<file path="config.mk">
export PLATFORM = sky130hd
export DESIGN_NAME = imem_loader_flat
export DESIGN_NICKNAME = d
export VERILOG_FILES = /design/src/rtl/loader_pkg.sv /design/src/rtl/imem_loader_if.sv /design/src/rtl/imem_loader.sv /design/src/flat_wrapper.sv
export SDC_FILE = /design/constraint.sdc
export NUM_CORES = 1
export LEC_CHECK = 0
export CAP_MARGIN = 20
export CORE_MARGIN = 3
export CORE_UTILIZATION = 50
export CTS_CLUSTER_SIZE = 28
export DETAILED_ROUTE_END_ITERATION = 12
export HOLD_SLACK_MARGIN = 0.05
export PLACE_DENSITY_LB_ADDON = 0.1
export RECOVER_POWER = 25
export SETUP_SLACK_MARGIN = 0.2
export SYNTH_ARGS = -nofsm -noshare
export SYNTH_HDL_FRONTEND = slang
export SYNTH_SLANG_ARGS = --single-unit
export TNS_END_PERCENT = 50
</file>
<file path="constraint.sdc">
create_clock -name clk -period 2.1 [get_ports clk]
set_input_delay 0.315 -clock clk [delete_from_list [all_inputs] [get_ports clk]]
set_output_delay 0.315 -clock clk [all_outputs]
set_load 0.05 [all_outputs]
</file>
<file path="src/rtl/loader_pkg.sv">
// Shared types and constants for the boot-time instruction memory loader.
package loader_pkg;

  typedef enum logic [2:0] {
    StWaitSync,
    StGetLen,
    StGetData,
    StGetChk,
    StDone
  } loader_state_e;

  localparam logic [7:0]  SyncByteDefault = 8'hA5;
  localparam int unsigned AddrWDefault    = 8;
  localparam int unsigned DataWDefault    = 8;

  // Number of bytes a LEN of zero stands for: a full memory image.
  function automatic int unsigned frame_len(input int unsigned addr_w);
    return 32'd1 << addr_w;
  endfunction

  localparam int unsigned FrameLenDefault = frame_len(AddrWDefault);

endpackage

</file>
<file path="src/rtl/imem_loader_if.sv">
// Byte-stream input and instruction memory write port of the loader.
interface imem_loader_if
  import loader_pkg::*;
#(
  parameter int unsigned ADDR_W = AddrWDefault,
  parameter int unsigned DATA_W = DataWDefault
) ();

  logic              in_valid;
  logic [7:0]        in_data;
  logic              in_ready;
  logic              wr_en;
  logic [ADDR_W-1:0] wr_addr;
  logic [DATA_W-1:0] wr_data;

  // Byte source and memory side.
  modport master (
    output in_valid,
    output in_data,
    input  in_ready,
    input  wr_en,
    input  wr_addr,
    input  wr_data
  );

  // Loader side.
  modport slave (
    input  in_valid,
    input  in_data,
    output in_ready,
    output wr_en,
    output wr_addr,
    output wr_data
  );

endinterface

</file>
<file path="src/rtl/imem_loader.sv">
// Loads a checksummed byte-stream frame into instruction memory and holds the
// core in reset until a complete, verified image is in place.
module imem_loader
  import loader_pkg::*;
#(
  parameter int unsigned ADDR_W    = AddrWDefault,
  parameter int unsigned DATA_W    = DataWDefault,
  parameter logic [7:0]  SYNC_BYTE = SyncByteDefault
) (
  input  logic         clk,
  input  logic         rst,
  imem_loader_if.slave bus,
  input  logic         load_req,
  output logic         core_rst,
  output logic         busy,
  output logic         done,
  output logic         err
);

  localparam logic [ADDR_W:0] FullLen = (ADDR_W + 1)'(frame_len(ADDR_W));

  loader_state_e     state_q, state_d;
  logic [ADDR_W:0]   remain_q;
  logic [ADDR_W-1:0] addr_q;
  logic [7:0]        acc_q;
  logic              in_ready_q;
  logic              wr_en_q;
  logic [ADDR_W-1:0] wr_addr_q;
  logic [DATA_W-1:0] wr_data_q;
  logic              core_rst_q, busy_q, done_q, err_q;

  logic            fire;
  logic [7:0]      acc_next;
  logic [ADDR_W:0] len_ext;

  assign fire     = bus.in_valid && in_ready_q;
  assign acc_next = acc_q + bus.in_data;
  assign len_ext  = (ADDR_W + 1)'(bus.in_data);

  always_comb begin
    state_d = state_q;
    unique case (state_q)
      StWaitSync: if (fire && bus.in_data == SYNC_BYTE) state_d = StGetLen;
      StGetLen:   if (fire) state_d = StGetData;
      StGetData:  if (fire && remain_q == (ADDR_W + 1)'(1)) state_d = StGetChk;
      StGetChk:   if (fire) state_d = (acc_next == 8'h00) ? StDone : StWaitSync;
      StDone:     if (load_req) state_d = StWaitSync;
      default:    state_d = StWaitSync;
    endcase
  end

  always_ff @(posedge clk or posedge rst) begin
    if (rst) begin
      state_q    <= StWaitSync;
      remain_q   <= '0;
      addr_q     <= '0;
      acc_q      <= '0;
      in_ready_q <= 1'b0;
      wr_en_q    <= 1'b0;
      wr_addr_q  <= '0;
      wr_data_q  <= '0;
      core_rst_q <= 1'b1;
      busy_q     <= 1'b0;
      done_q     <= 1'b0;
      err_q      <= 1'b0;
    end else begin
      state_q <= state_d;
      wr_en_q <= 1'b0;
      // Status outputs track the next state so they line up with state_q.
      in_ready_q <= (state_d != StDone);
      core_rst_q <= (state_d != StDone);
      done_q     <= (state_d == StDone);
      busy_q     <= (state_d inside {StGetLen, StGetData, StGetChk});

      if (fire) begin
        unique case (state_q)
          StGetLen: begin
            remain_q <= (bus.in_data == 8'h00) ? FullLen : len_ext;
            addr_q   <= '0;
            acc_q    <= bus.in_data;
          end
          StGetData: begin
            wr_en_q   <= 1'b1;
            wr_addr_q <= addr_q;
            wr_data_q <= DATA_W'(bus.in_data);
            addr_q    <= addr_q + ADDR_W'(1);
            remain_q  <= remain_q - (ADDR_W + 1)'(1);
            acc_q     <= acc_next;
          end
          StGetChk: err_q <= (acc_next != 8'h00);
          default: ;
        endcase
      end
    end
  end

  assign bus.in_ready = in_ready_q;
  assign bus.wr_en    = wr_en_q;
  assign bus.wr_addr  = wr_addr_q;
  assign bus.wr_data  = wr_data_q;
  assign core_rst     = core_rst_q;
  assign busy         = busy_q;
  assign done         = done_q;
  assign err          = err_q;

endmodule

</file>
<file path="src/flat_wrapper.sv">
// flat-port wrapper written by rule: the top's interface ports become plain ports
module imem_loader_flat import loader_pkg::*;
#(
  parameter int unsigned ADDR_W    = AddrWDefault,
  parameter int unsigned DATA_W    = DataWDefault,
  parameter logic [7:0]  SYNC_BYTE = SyncByteDefault
)
  (clk, rst, load_req, core_rst, busy, done, err, bus_in_valid, bus_in_data, bus_in_ready, bus_wr_en, bus_wr_addr, bus_wr_data);
  imem_loader_if #(.ADDR_W(ADDR_W), .DATA_W(DATA_W)) bus_i ();
  input  logic clk;
  input  logic rst;
  input  logic load_req;
  output logic core_rst;
  output logic busy;
  output logic done;
  output logic err;
  input wire logic [$bits(bus_i.in_valid)-1:0] bus_in_valid;
  input wire logic [$bits(bus_i.in_data)-1:0] bus_in_data;
  output wire logic [$bits(bus_i.in_ready)-1:0] bus_in_ready;
  output wire logic [$bits(bus_i.wr_en)-1:0] bus_wr_en;
  output wire logic [$bits(bus_i.wr_addr)-1:0] bus_wr_addr;
  output wire logic [$bits(bus_i.wr_data)-1:0] bus_wr_data;
  assign bus_i.in_valid = bus_in_valid;
  assign bus_i.in_data = bus_in_data;
  assign bus_in_ready = bus_i.in_ready;
  assign bus_wr_en = bus_i.wr_en;
  assign bus_wr_addr = bus_i.wr_addr;
  assign bus_wr_data = bus_i.wr_data;
  imem_loader #(.ADDR_W(ADDR_W), .DATA_W(DATA_W), .SYNC_BYTE(SYNC_BYTE)) u_core (.clk(clk), .rst(rst), .bus(bus_i), .load_req(load_req), .core_rst(core_rst), .busy(busy), .done(done), .err(err));
endmodule
</file>
==> results of run 1 <==
==> sequential cells by signal, indices dropped and copies added (netlist names) <==
| register | cells |
|---|---|
| u_core.remain_q | 9 |
| u_core.acc_q | 8 |
| u_core.addr_q | 8 |
| u_core.bus.wr_addr | 8 |
| u_core.bus.wr_data | 8 |
| u_core.state_q | 3 |
| u_core.bus.in_ready | 1 |
| u_core.bus.wr_en | 1 |
| u_core.busy | 1 |
| u_core.core_rst | 1 |
| u_core.done | 1 |
| u_core.err | 1 |
==> routing by layer <==
metal  wire (um)  part of all wire, %
met1        2910                   45
met2        3090                   48
met3         373                  5.8
met4          89                  1.4
met5           0                    0
==> logic make-up (layout without fill, tap and decap cells) <==
logic type                 Yosys count  count (layout)  share of synthesized area (%)
AOI/OAI and AO/OA                   65              65                          15.65
DFF                                 50              50                          47.33
and+or+nand+nor                    145             145                          25.58
buffers and inverters               17              81                          2.789
muxes                                3               3                          1.182
xor gates and xnor gates             6               6                          1.986
adders and majority gates           11              11                          5.485
==> cell usage in the layout (no fill, tap or decap), types with 3 or more instances in the layout <==
master,count
clkbuf_8,6
nor3b_1,6
xor2_2,3
dfrtp_1,49
a21oi_1,11
o21ai_0,21
a31oi_1,6
nand3_1,6
buf_4,32
o21a_1,5
nand2_1,75
nor2_1,18
ha_1,9
and3_1,3
nor3_1,9
inv_1,5
clkdlybuf4s50_1,28
==> power groups by stage <==
stage	Sequential [mW]	Combinational, mW	Clock, mW
2_1_floorplan	1.90	1.25	0
3_3_place_gp	1.54	2.38	0
6_report	1.55	2.64	0.843
4_1_cts	1.53	2.49	0.851
5_1_grt	1.59	2.88	0.897
3_5_place_dp	1.55	2.43	0
==> per-stage QoR <==
| stage | power [mW] | hold slack, ns |
|---|---|---|
| after global placement | 3.924 | 0.4558 |
| after CTS | 4.877 | 0.3610 |
| after floorplan | 3.148 | 0.4204 |
| after global routing | 5.361 | 0.5041 |
| final | 5.024 | 0.4770 |
| after detailed placement | 3.979 | 0.4617 |
==> worst min-delay path, stage by stage (launching register included) <==
cell	delay [ns]
dfrtp_1	0.35
nand2_1	0.05
nand2_1	0.05
==> what timing repair did <==
item,4_1_cts,5_1_grt
setup endpoints to repair,11,12
gates resized for setup,7,14
pin swaps,7,9
==> worst max path at each step <==
stage	to	slack [ns]	depth (start not counted)
finish	u_core.bus.in_ready$_DFF_PP0_	0.05	7
global route	u_core.err$_DFFE_PP0P_	-0.04	7
CTS	u_core.done$_DFF_PP0_	0.05	7
detailed placement	u_core.bus.in_ready$_DFF_PP0_	-0.42	8
global placement	u_core.bus.in_ready$_DFF_PP0_	-0.40	8
floorplan	u_core.done$_DFF_PP0_	0.20	7
==> final cells by class <==
cell class	count	area, sq um
repair buffers	67	598.1
well taps	67	83.83
multi-input cells	230	1416
fillers	391	1395
flip-flops and latches	50	1252
inverters	6	22.52
clock inverters	2	60.06
clock buffers	6	82.58
==> impl_metrics.toml, run 1 <==
[outcome]
status = "complete, no violations"

[final_layout]
drive_gt1_share_pct = 18.84
antenna_cells = 0
finalNetCount = 383
final_util_pct = 71.59
fin_cells = 428
postLayoutCellArea_sq_um = 3516
area_growth_pct = 32.86

[grt]
track_usage_pct = 22.40
grtUsageMet2_pct = 36.93
grt.overflow.total = 0
busiest_layer = "met2"
grt_max_degree = 31
grt_pass1_wl_um = 10890
grt_util_met1_pct = 29.78
grt_pass1_vias = 2327
grt.met3_usage_pct = 4.082
antenna_found_initial = 0

[yosys]
syn_area_sq_um = 2646
synth_most_common_cell = "nand2_1"
synth_common_cells = "nand2_1 (75), dfrtp_1 (49), o21ai_0 (22), nor2_1 (20), nor3_1 (12)"
yosysUniqueCellTypes = 53
synthesis.nets = 320
yosysWarningCount = 0
syn_area_per_cell_sq_um = 8.910
syn_inst = 297
synth_top_area_share_pct = 46.34
async_flop_share_pct = 100.0
synth_edf_count = 0
synth_seq_cells = 50
synthTopCellsByArea = "dfrtp_1 (46%), nand2_1 (11%), ha_1 (4.7%)"
yosysTopAreaCell = "dfrtp_1"
ys.flop_type = "dfrtp_1"
yosysSeqAreaShare_pct = 47.33

[critical_path]
crit_family = "simple AND/OR/NAND/NOR gates"
slowest_delay_ns = 0.40
crit_fanout = 4
crit_start = "u_core.acc_q[0]$_DFFE_PP0P_"
reg2reg_depth = 7
cp.arrival_ns = 2.23
critPathKind = "reg -> reg"
critPathBufInv = 0
ff2ff_setup_slack_ns = 0.05
crit_chain = "ha_2 -> fa_2 -> xor2_2 -> nor3_2 -> nand3_2 -> nor3_4 -> a31oi_2"
crit_slowest_cell = "dfrtp_1"
timing.critical_path.from_type = "register"
reg2reg_to = "u_core.bus.in_ready$_DFF_PP0_"
crit_path_end_kind = "register"
worstPathRequired_ns = 2.28
r2r-start = "u_core.acc_q[0]$_DFFE_PP0P_"

[place]
numPortBuffers = 33
hpwl_um = 4719
pre_cts_slack_ns = -0.4204
dpl_cell_area_sq_um = 3304
place_congestion = 0.8612
place_inst = 420

[clock_network]
cts_max_level = 2
postCtsSetupRepairBufs = 0
numClockSinks = 50
cts_made_buffers = 5
ctsLongestPathBuffers = 2
insertion_delay_ns = 0.31
path_clk_slew_ns = 0.09
cts_root_buf = "clkbuf_8"
cts.hold.buffers_added = 0
cts_tree = "built"

[pwr]
power_density_nw_per_um2 = 1429
power.leakage_nw = 1.588
clkPwrFrac_pct = 16.8
p_int_mw = 2.867
seqPwrFrac_pct = 30.8
peakVddDrop_uv = 787.7
power_switching_mw = 2.158
netSwitchingFraction_pct = 42.94
power.share.combinational_pct = 52.5

[floorplanning]
die-area_sq_um = 6202
die_height_um = 78.75
die_w_um = 78.75
initial_core_util_pct = 53.89
io_pins = 34
rows = 25
core_sq_um = 4911

[timing]
fmax_ghz = 0.4881
tightest_slew_ns = 0.8332
slew_headroom_pct = 44.39
rsz0062_at_grt = "true"
finalWorstSetupSlack_ns = 0.05129
hold_viol = 0
min_period_ns = 2.049
drv_slew = 0
tns_ns = 0
finalSetupViolCount = 0
fin_skew_ns = 0.009157
period_share_pct = 97.56

[min_path]
holdPathEnd = "u_core.bus.wr_data[1]$_DFFE_PP0P_"
min_from = "u_core.bus.wr_data[1]$_DFFE_PP0P_"
hold_class = "reg -> reg"
min_path_cells = 2

[route]
wl_per_cell_um = 15.10
routed_wl_um = 6463
vias_per_cell = 5.586
antenna_left = 0
drc = 0
drt_iter0_markers = 130
first_pass_iters = 4
vias = 2391

[flow_run]
maxCapViolCount = 0
No activity file was read; power rests on OpenSTA's default activity.
==> inputs of run 2 (changes only) <==
CORE_MARGIN = unset   (was 3)
SETUP_SLACK_MARGIN = unset   (was 0.2)
==> run 2 against run 1 <==
Compared with the run above:
- the flow now finishes with violations (setup timing)
- routed wire length decreased by 3.2%
- setup slack lost 0.086 ns
- clock-buffer cell count grew 1
- critical endpoint is now u_core.state_q[2]$_DFF_PP0_
==> impl_metrics.toml, run 2 (synthesis gave the netlist of run 1 again) <==
[grt]
antenna_found_initial = 0
grt.overflow.total = 0
grt_max_degree = 51
grt_pass1_wl_um = 10160
grt_pass1_vias = 2223
track_usage_pct = 23.99

[min_path]
min_from = "u_core.bus.wr_addr[6]$_DFFE_PP0P_"
hold_class = "reg -> reg"
min_path_cells = 2
holdPathEnd = "u_core.bus.wr_addr[6]$_DFFE_PP0P_"

[final_layout]
multi_input_area_sq_um = 1401
top_register = "u_core.remain_q"
layout_commonest_cell = "nand2_1"
final_cell_mix = "nand2_1 (75), dfrtp_1 (49), buf_4 (41), clkdlybuf4s50_1 (30), o21ai_0 (22)"
finalNetCount = 393
fillers = 432
postLayoutCellArea_sq_um = 3542
ff_latch_area_sq_um = 1252
area_growth_pct = 33.85
final_util_pct = 69.35
drive_gt1_share_pct = 19.68
antenna_cells = 0
fin_cells = 441
largest_reg_flops = 9

[pwr]
power_density_nw_per_um2 = 1397
p_int_mw = 2.827
power_switching_mw = 2.121
clkPwrFrac_pct = 13.5
power.leakage_nw = 1.613
netSwitchingFraction_pct = 42.87
seqPwrFrac_pct = 31.3
peakVddDrop_uv = 774.4
power.share.combinational_pct = 55.2

[clock_network]
cts_made_buffers = 5
cts.hold.buffers_added = 0
cts_max_level = 2
insertion_delay_ns = 0.30
ctsLongestPathBuffers = 2
cts_tree = "built"
cts_root_buf = "clkbuf_8"
numClockSinks = 50
path_clk_slew_ns = 0.10

[critical_path]
crit_fanout = 4
timing.critical_path.from_type = "register"
worstPathRequired_ns = 2.34
reg2reg_depth = 8
critPathKind = "reg -> reg"
reg2reg_to = "u_core.state_q[2]$_DFF_PP0_"
r2r-start = "u_core.acc_q[1]$_DFFE_PP0P_"
crit_path_end_kind = "register"
cp.arrival_ns = 2.37
ff2ff_setup_slack_ns = -0.03

[place]
hpwl_um = 4503
dpl_cell_area_sq_um = 3343
numPortBuffers = 33
place_inst = 429
pre_cts_slack_ns = -0.5367
place_congestion = 0.9212

[timing]
hold_viol = 0
finalWorstSetupSlack_ns = -0.03472
fmax_ghz = 0.4684
rsz0062_at_grt = "true"
fin_skew_ns = 0.01097
finalSetupViolCount = 4
min_period_ns = 2.135
period_share_pct = 101.7
slew_headroom_pct = 18.22
drv_slew = 0
tightest_slew_ns = 1.227
tns_ns = -0.1095

[route]
vias_per_cell = 5.526
first_pass_iters = 5
vias = 2437
drt_iter0_markers = 169
wl_per_cell_um = 14.19
antenna_left = 0
routed_wl_um = 6257
drc = 0

[floorplanning]
core_sq_um = 5107
die_w_um = 74.75
die_height_um = 74.75
initial_core_util_pct = 51.81
rows = 26
io_pins = 34
die-area_sq_um = 5588

[outcome]
status = "finished, violations left"
violations = "setup timing"

[flow_run]
maxCapViolCount = 0
-- run 2: power groups by stage --
stage / Combinational, mW / Clock, mW / Sequential [mW]
after floorplan: 1.22 / 0 / 1.90
after global placement: 2.44 / 0 / 1.54
after detailed placement: 2.49 / 0 / 1.55
after CTS: 2.61 / 0.680 / 1.53
after global routing: 2.99 / 0.730 / 1.60
final: 2.73 / 0.668 / 1.55
-- run 2: area by class of cell --
class | instances | area share, %
well taps | 70 | 2.473
flip-flops and latches | 50 | 35.36
repair buffers | 77 | 18.97
clock inverters | 1 | 0.8478
multi-input cells | 230 | 39.56
inverters | 6 | 0.6358
clock buffers | 7 | 2.155
-- run 2: timing repair --
item / 4_1_cts / 5_1_grt
setup endpoints to repair: 7 / 7
resized for setup: 10 / 7
pin swaps: 5 / 6
setup buffers: 2 / 2
-- run 2: how the worst max path moves through the flow --
stage / start / endpoint / slack, ns / cells past startpoint
after global placement: bus_in_data[0] / u_core.bus.in_ready$_DFF_PP0_ / -0.52 / 9
after floorplan: u_core.acc_q[0]$_DFFE_PP0P_ / u_core.bus.in_ready$_DFF_PP0_ / 0.06 / 7
final: u_core.acc_q[1]$_DFFE_PP0P_ / u_core.state_q[2]$_DFF_PP0_ / -0.03 / 8
after detailed placement: bus_in_data[0] / u_core.bus.in_ready$_DFF_PP0_ / -0.54 / 9
after global routing: u_core.acc_q[1]$_DFFE_PP0P_ / u_core.state_q[2]$_DFF_PP0_ / -0.15 / 8
after CTS: u_core.acc_q[0]$_DFFE_PP0P_ / u_core.state_q[2]$_DFF_PP0_ / 0.003 / 9
-- run 2: critical path: stages (launching register included) --
cell	delay [ns]
dfrtp_1	0.43
ha_1	0.31
a211oi_1	0.31
buf_4	0.21
nor4b_2	0.05
buf_4	0.13
o21a_1	0.20
nor2_2	0.24
a31o_2	0.20
-- run 2: stage by stage --
| step | total power, mW | hold slack [ns] |
|---|---|---|
| 6_report | 4.948 | 0.4749 |
| 3_3_place_gp | 3.980 | 0.4557 |
| 4_1_cts | 4.824 | 0.3792 |
| 2_1_floorplan | 3.124 | 0.4204 |
| 5_1_grt | 5.319 | 0.4886 |
| 3_5_place_dp | 4.042 | 0.4619 |
-- run 2: routing by layer --
metal,routed length [um],track usage (%)
met5,0,0
met4,81,6.918
met3,303,4.418
met2,3122,39.54
met1,2749,32.42
==> inputs of run 3 (changes only) <==
SKIP_LAST_GASP = 1   (was unset)
==> results of run 3 <==
Final layout, timing and power as in run 2 (identical DEF).
